### config.mk
export PLATFORM = sky130hd
export DESIGN_NAME = load_store_unit
export DESIGN_NICKNAME = d
export VERILOG_FILES = /design/src/rtl/load_store_unit.sv
export SDC_FILE = /design/constraint.sdc
export NUM_CORES = 1
export LEC_CHECK = 0
export BUFFER_PORTS_ARGS = -buffer_cell sky130_fd_sc_hd__buf_2
export CORE_ASPECT_RATIO = 2
export CORE_MARGIN = 4
export CORE_UTILIZATION = 45
export DETAILED_ROUTE_END_ITERATION = 10
export PLACE_DENSITY_LB_ADDON = 0.2
export SLEW_MARGIN = 15
export SYNTH_ARGS = -nofsm -noshare
export SYNTH_HDL_FRONTEND = slang
export SYNTH_SLANG_ARGS = --single-unit
export TNS_END_PERCENT = 50
### constraint.sdc
create_clock -name clk -period 2.3 [get_ports clk]
set_input_delay 0 -clock clk [delete_from_list [all_inputs] [get_ports clk]]
set_output_delay 0 -clock clk [all_outputs]
set_load 0.1 [all_outputs]
### src/rtl/load_store_unit.sv
// Memory-access/writeback stage: one load/store at a time over a req/ack
// data-memory bus, with lane steering, load extension and error pulses.
module load_store_unit #(
    parameter int TIMEOUT     = 16,
    parameter bit SUPPRESS_R0 = 1'b1
) (
    input  logic        clk,
    input  logic        rst_n,
    input  logic        req_valid,
    output logic        req_ready,
    input  logic [5:0]  req_opcode,
    input  logic [31:0] req_addr,
    input  logic [31:0] req_wdata,
    input  logic [4:0]  req_rt,
    output logic        mem_req,
    output logic        mem_we,
    output logic [31:0] mem_addr,
    output logic [3:0]  mem_be,
    output logic [31:0] mem_wdata,
    input  logic        mem_ack,
    input  logic [31:0] mem_rdata,
    output logic        wb_regWrite,
    output logic [4:0]  wb_writeAdd,
    output logic [31:0] wb_writeData,
    output logic        misalign,
    output logic        illegal,
    output logic        bus_err
);
    localparam logic [5:0] OP_LB  = 6'b100000;
    localparam logic [5:0] OP_LH  = 6'b100001;
    localparam logic [5:0] OP_LW  = 6'b100011;
    localparam logic [5:0] OP_LBU = 6'b100100;
    localparam logic [5:0] OP_LHU = 6'b100101;
    localparam logic [5:0] OP_SB  = 6'b101000;
    localparam logic [5:0] OP_SH  = 6'b101001;
    localparam logic [5:0] OP_SW  = 6'b101011;

    localparam int CW = $clog2(TIMEOUT + 1);
    localparam logic [CW-1:0] LAST = CW'(TIMEOUT - 1);

    typedef enum logic [1:0] {IDLE, ACCESS, WB} state_t;

    state_t state, state_nx;

    logic [5:0]    op_q;
    logic [4:0]    rt_q;
    logic [1:0]    lane_q;
    logic [CW-1:0] cnt;

    logic          legal;
    logic          is_store;
    logic          mis;
    logic [3:0]    be;
    logic [31:0]   wdata_rep;
    logic [31:0]   shifted;
    logic [31:0]   ext;

    // Request decode: lane enables, store replication and alignment check
    always_comb begin
        legal     = 1'b1;
        mis       = 1'b0;
        be        = 4'b0000;
        wdata_rep = req_wdata;
        is_store  = req_opcode[3];
        unique case (req_opcode)
            OP_LB, OP_LBU, OP_SB: begin
                be        = 4'b0001 << req_addr[1:0];
                wdata_rep = {4{req_wdata[7:0]}};
            end
            OP_LH, OP_LHU, OP_SH: begin
                mis       = req_addr[0];
                be        = req_addr[1] ? 4'b1100 : 4'b0011;
                wdata_rep = {2{req_wdata[15:0]}};
            end
            OP_LW, OP_SW: begin
                mis = |req_addr[1:0];
                be  = 4'b1111;
            end
            default: legal = 1'b0;
        endcase
    end

    // Selected lane lands in the low bits; lw always has lane 0
    always_comb begin
        shifted = mem_rdata >> {lane_q, 3'b000};
        unique case (op_q)
            OP_LB:   ext = {{24{shifted[7]}}, shifted[7:0]};
            OP_LBU:  ext = {24'h0, shifted[7:0]};
            OP_LH:   ext = {{16{shifted[15]}}, shifted[15:0]};
            OP_LHU:  ext = {16'h0, shifted[15:0]};
            default: ext = shifted;
        endcase
    end

    always_ff @(posedge clk or negedge rst_n) begin
        if (!rst_n) state <= IDLE;
        else        state <= state_nx;
    end

    always_comb begin
        state_nx    = state;
        req_ready   = 1'b0;
        mem_req     = 1'b0;
        wb_regWrite = 1'b0;
        unique case (state)
            IDLE: begin
                req_ready = 1'b1;
                if (req_valid && legal && !mis) state_nx = ACCESS;
            end
            ACCESS: begin
                mem_req = 1'b1;
                if (mem_ack)          state_nx = mem_we ? IDLE : WB;
                else if (cnt == LAST) state_nx = IDLE;
            end
            WB: begin
                wb_regWrite = !(SUPPRESS_R0 && rt_q == 5'd0);
                state_nx    = IDLE;
            end
            default: state_nx = IDLE;
        endcase
    end

    always_ff @(posedge clk or negedge rst_n) begin
        if (!rst_n) begin
            op_q         <= '0;
            rt_q         <= '0;
            lane_q       <= '0;
            cnt          <= '0;
            mem_we       <= 1'b0;
            mem_addr     <= '0;
            mem_be       <= '0;
            mem_wdata    <= '0;
            wb_writeAdd  <= '0;
            wb_writeData <= '0;
            misalign     <= 1'b0;
            illegal      <= 1'b0;
            bus_err      <= 1'b0;
        end else begin
            misalign <= 1'b0;
            illegal  <= 1'b0;
            bus_err  <= 1'b0;
            unique case (state)
                IDLE: begin
                    if (req_valid) begin
                        if (!legal) begin
                            illegal <= 1'b1;
                        end else if (mis) begin
                            misalign <= 1'b1;
                        end else begin
                            op_q      <= req_opcode;
                            rt_q      <= req_rt;
                            lane_q    <= req_addr[1:0];
                            cnt       <= '0;
                            mem_we    <= is_store;
                            mem_addr  <= {req_addr[31:2], 2'b00};
                            mem_be    <= be;
                            mem_wdata <= wdata_rep;
                        end
                    end
                end
                ACCESS: begin
                    if (mem_ack) begin
                        if (!mem_we) begin
                            wb_writeData <= ext;
                            wb_writeAdd  <= rt_q;
                        end
                    end else if (cnt == LAST) begin
                        bus_err <= 1'b1;
                    end else begin
                        cnt <= cnt + 1'b1;
                    end
                end
                default: ;
            endcase
        end
    end
endmodule

=== Word-level counts from Yosys, hierarchy flattened ===
Cells that the tools add are included.

* Logic and storage cells: 87
* Register bits after elaboration: 127
* Output and inout bits: 112

* Bitwise gates (word level): 2
* Muxes and demuxes: 30
* $add $sub $neg: 1
* Equal/unequal tests: 22
* Reductions and logical operators: 16
* Shifts and indexed selects: 2

{| class="wikitable"
|+ Operator list
! kind !! count
|-
| case mux 32 bit (4 select lines) || 1
|-
| equality test 6 bit (second input constant) || 12
|-
| case mux 32 bit (2 select lines) || 1
|-
| >> shifter 32 x 5 -> 32 bit || 1
|-
| two-way mux 5 bit || 5
|-
| two-way mux 1 bit || 14
|-
| inequality test 2 bit (second input constant) || 6
|-
| case mux 4 bit (3 select lines) || 1
|-
| case mux 5 bit (2 select lines) || 1
|-
| two-way mux 2 bit || 4
|-
| OR reduction 8 bit || 1
|-
| AND reduction 6 bit || 1
|-
| OR reduction 3 bit || 2
|-
| adder 5 x 1 -> 5 bit (second input constant) || 1
|-
| equality test 5 x 4 -> 1 bit (second input constant) || 1
|-
| zero test 5 bit || 1
|-
| two-way mux 4 bit || 1
|-
| case mux 2 bit (2 select lines) || 1
|-
| AND reduction 4 bit || 1
|-
| OR reduction 2 bit || 2
|-
| left shift 1 x 2 -> 4 bit (first input constant) || 1
|-
| inequality test 3 bit (second input constant) || 1
|-
| AND reduction 3 bit || 1
|-
| equality test 2 x 1 -> 1 bit (second input constant) || 1
|-
| other kinds (8) || 11
|}

=== Longest topological paths before layout ===
* Word-level depth: 7
* Mapped depth: 8
* Mapped depth without buffers: 7

=== Least setup slack after synthesis ===
OpenSTA, ideal clock, no wires.

* Path type: reg2reg
* Start point: register state[0]
* End point: register mem_be[0]
* Arrival: 2.988 ns
* Data required time: 2.175 ns
* Cell stages (with the launch flop): 7
* Path buffers: 2
* Path slack: -0.813 ns
* Clock period less this slack: 3.113 ns
* Path through: dfrtp_1 -> nor2_1 -> nand4_1 -> nor2_2 -> buf_2 -> buf_6 -> mux2_2

* Word-level cells in the longest chain between the ends: 2

{| class="wikitable"
|+ RTL lines
! item !! line !! text
|-
| from (decl) || 43 || <nowiki>state_t state, state_nx;</nowiki>
|-
| from (signal assigned) || 97 || <nowiki>else state <= state_nx;</nowiki>
|-
| zero test 2 bit || 142 || <nowiki>unique case (state)</nowiki>
|-
| AND reduction 4 bit (no line) || -- ||
|-
| to (signal assigned) || 131 || <nowiki>mem_be <= '0;</nowiki>
|-
| to (signal assigned) || 156 || <nowiki>mem_be <= be;</nowiki>
|-
| to (decl) || 18 || <nowiki>output logic [3:0] mem_be,</nowiki>
|}

Every way passes these cells.
A chain may end at the register's enable or synchronous reset.

=== Worst setup path after layout ===
* Start point: register cnt[0]
* End point: register cnt[3]

* Word-level cells in the longest chain between the ends: 4
* Elaborated cells between the ends (all ways): 7

{| class="wikitable"
|+ RTL lines
! item !! line !! text
|-
| from (decl) || 48 || <nowiki>logic [CW-1:0] cnt;</nowiki>
|-
| from (signal assigned) || 170 || <nowiki>cnt <= cnt + 1'b1;</nowiki>
|-
| adder 5 x 1 -> 5 bit || 170 ||
|-
| two-way mux 5 bit || 167 || <nowiki>end else if (cnt == LAST) begin</nowiki>
|-
| two-way mux 5 bit || 162 || <nowiki>if (mem_ack) begin</nowiki>
|-
| case mux 5 bit (2 select lines) || 142 ||
|}

Several ways; a longest one is shown, not always the timed one. The select of a mux whose other input is x is not followed.

==> results.sh <==
export IMPL_fp_row_count=58
export IMPL_status="completed"
export IMPL_yosysTopAreaCellShare=0.551
export IMPL_rsz0062_at_grt="no"
export IMPL_ys_top_cells_by_area="dfrtp_1 55%, mux2_2 20%, mux2i_1 4.4%"
export IMPL_clkTransAtPathRegs_ns=0.06
export IMPL_synth_compound_area_frac=0.0865
export IMPL_cpMostUsedCell="ha_1"
export IMPL_startpoint_type="register"
export IMPL_crit_chain="ha_1 -> and3_1 -> ha_1 -> or3_1 -> a221oi_1 -> buf_4 -> a31oi_1"
export IMPL_gp_congestion=0.854
export IMPL_cts_buffers=17
export IMPL_critical_path_arrival_ns=2.29
export IMPL_antenna_found_initial=0
export IMPL_synth_fa_ha_area_frac=0.00437
export IMPL_ys_warn_count=0
export IMPL_ys_seq_area_frac=0.551
export IMPL_grt_max_degree=68
export IMPL_num_vias=4926
export IMPL_slew_viol_final=0
export IMPL_core_area_um2=12600
export IMPL_peakVddDrop_v=0.00175
export IMPL_setup_viol=0
export IMPL_ys_types=44
export IMPL_final_cells=947
export IMPL_cts_tree="yes"
export IMPL_crit_slowest_cell="dfrtp_1"
export IMPL_yosys_area_share_simple=0.0828
export IMPL_portBuffers=220
export IMPL_synth_area_um2=5730
export IMPL_slew_headroom=0.257
export IMPL_cts_path_max_buffers=2
export IMPL_final_antenna_net_count=0
export IMPL_p_leak_nw=4.19
export IMPL_muxShareOfSynthArea=0.245
export IMPL_worstMarginPinSlew_ns=1.11
export IMPL_drc_errors=0
export IMPL_max_freq_mhz=497
export IMPL_power_mw=13.3
export IMPL_fin_crit_sh=0.875
export IMPL_netlist_instances=464
export IMPL_p_per_area_nw_per_um2=1560
export IMPL_multi_input_area_um2=2420
export IMPL_max_stage_delay_ns=0.41
export IMPL_synth_seq_cells=126
export IMPL_synth_xor_xnor_area_share=0
export IMPL_min_path_type="in2reg"
export IMPL_async_flop_share=1.00
export IMPL_root_buffer="clkbuf_16"
export IMPL_fin_crit_ns=2.01
export IMPL_pre_cts_ws_ns=0.304
export IMPL_dieHeight_um=168
export IMPL_worstSetupPathType="reg2reg"
export IMPL_htree_levels=4
export IMPL_placed_cell_area_um2=7040
export IMPL_routed_wl_um=16600
export IMPL_area_growth_pct=49.0
export IMPL_grt_pass1_vias=5399
export IMPL_final_util=0.679
export IMPL_finalHoldViolations=0
export IMPL_final_setup_worst_slack_ns=0.288
export IMPL_via_per_inst=5.20
export IMPL_die_area_um2=14700
export IMPL_seqCellArea_um2=3150
export IMPL_synth_top_family_by_area="multiplexers"
export IMPL_synth_ff_type="dfrtp_1"
export IMPL_final_nets=896
export IMPL_end_kind="register"
export IMPL_grt_overflow_total=0
export IMPL_tns_ns=0
export IMPL_syn_area_per_cell_um2=12.3
export IMPL_nFillCells=909
export IMPL_synth_edf_count=0
export IMPL_final_area_um2=8530
export IMPL_io_pins=223
export IMPL_cap_violations=0
export IMPL_fp_dieW_um=87.8
export IMPL_insertion_delay_ns=0.41
export IMPL_placed_cells=824
export IMPL_firstDrtPassIters=4
export IMPL_dp_hpwl_um=11600
export IMPL_drive_above_1_share=0.479
export IMPL_required_ns=2.58
export IMPL_synth_top_cell_by_area="dfrtp_1"
export IMPL_start_util=0.456
export IMPL_grt_usage=0.234
export IMPL_cp_max_fo=6
export IMPL_grt_pass1_wl_um=26700
export IMPL_drt_iter0_drc=163
export IMPL_post_cts_setup_buffers=0
export IMPL_cts_sinks=126
export IMPL_fin_skew_ns=0.0112
export IMPL_avgRoutedWirePerCell_um=17.5
export IMPL_holdWs_ns=0.0190
state kept, by name, summed over array words and instances (netlist names), 4 cells and up:
signal / cells
cnt: 5
mem_addr: 30
mem_be: 4
mem_wdata: 32
op_q: 6
rt_q: 5
wb_writeAdd: 5
wb_writeData: 32
critical path: cells and delay by family, from the launching register on:
family          cells  cell delay [ns]
compound gates      2             0.33
fa+ha+maj           2             0.45
buf+inv             1             0.19
flops               1             0.41
simple gates        2             0.50
final cells by class:
type                    instances  share of cell area
multi-input cells             305               0.283
flip-flops and latches        126               0.370
clock inverters                15              0.0191
inverters                       6             0.00264
repair buffers                327               0.253
well taps                     150              0.0220
clock buffers                  17              0.0499
diodes                          1            0.000293
logic make-up after synthesis:
group	count (synthesis)
adder cells (fa/ha/maj)	2
other	1
AND/OR/NAND/NOR	101
AO/OA/AOI/OAI	73
multiplexers	127
flip-flops	126
buffers and inverters	34
cells in the final DEF, fill, tap and decap left out, types with 4 or more instances in the layout:
cell | Yosys | routed
buf_2 | 11 | 219
dfrtp_1 | 126 | 126
mux2_2 | 101 | 101
dlygate4sd3_1 | 0 | 90
nand2_1 | 53 | 53
o21ai_0 | 25 | 25
mux2i_1 | 25 | 25
nor2_1 | 20 | 19
a21oi_1 | 18 | 18
a221o_1 | 17 | 17
clkbuf_16 | 0 | 17
buf_4 | 2 | 16
inv_1 | 5 | 5
nor2b_1 | 5 | 5
clkinv_4 | 0 | 5
o31ai_1 | 4 | 4
cell usage after synthesis (all sizes together) (2+ instances only):
library cell / count
mux2i: 25
clkbuf: 10
o22ai: 3
nor3: 3
nand2b: 2
mux2: 102
inv: 6
nor2: 21
nand4: 3
nor2b: 5
a221o: 17
or2: 2
buf: 18
nand3b: 2
dfrtp: 126
nand2: 53
ha: 2
or3: 3
a21oi: 18
o31ai: 4
o21ai: 26
timing repair:
item | CTS | global route
hold endpoints to repair | 220 | 0
hold buffers | 90 | 0
resized for setup | 0 | 0
metal layers:
metal	GRT usage	part of all wire	vias to the layer above	routed length, um
met5	0	0	-	0
met4	0.108	0.035	0	580
met3	0.0719	0.072	44	1190
met2	0.420	0.55	206	9180
met1	0.238	0.34	2370	5660
li1	-	-	2306	-
power by group:
part | switching [mW] | internal, mW | total, mW
clock | 1.03 | 1.61 | 2.64
combinational | 5.93 | 1.34 | 7.27
sequential | 0.435 | 2.96 | 3.39
total | 7.40 | 5.90 | 13.3
final timing paths:
check / start / to / slack, ns / depth (start not counted)
hold reg to reg: op_q[5] / op_q[5] / 0.47 / 1
setup / recovery: cnt[0] / cnt[3] / 0.29 / 7
hold / removal: req_wdata[11] / mem_wdata[11] / 0.02 / 3
max in group asynchronous: rst_n / mem_wdata[3] / 1.53 / 3
setup reg to reg: cnt[0] / cnt[3] / 0.29 / 7
min in group asynchronous: rst_n / bus_err / 0.06 / 2
Note: power is estimated with default switching activity, not from simulation.
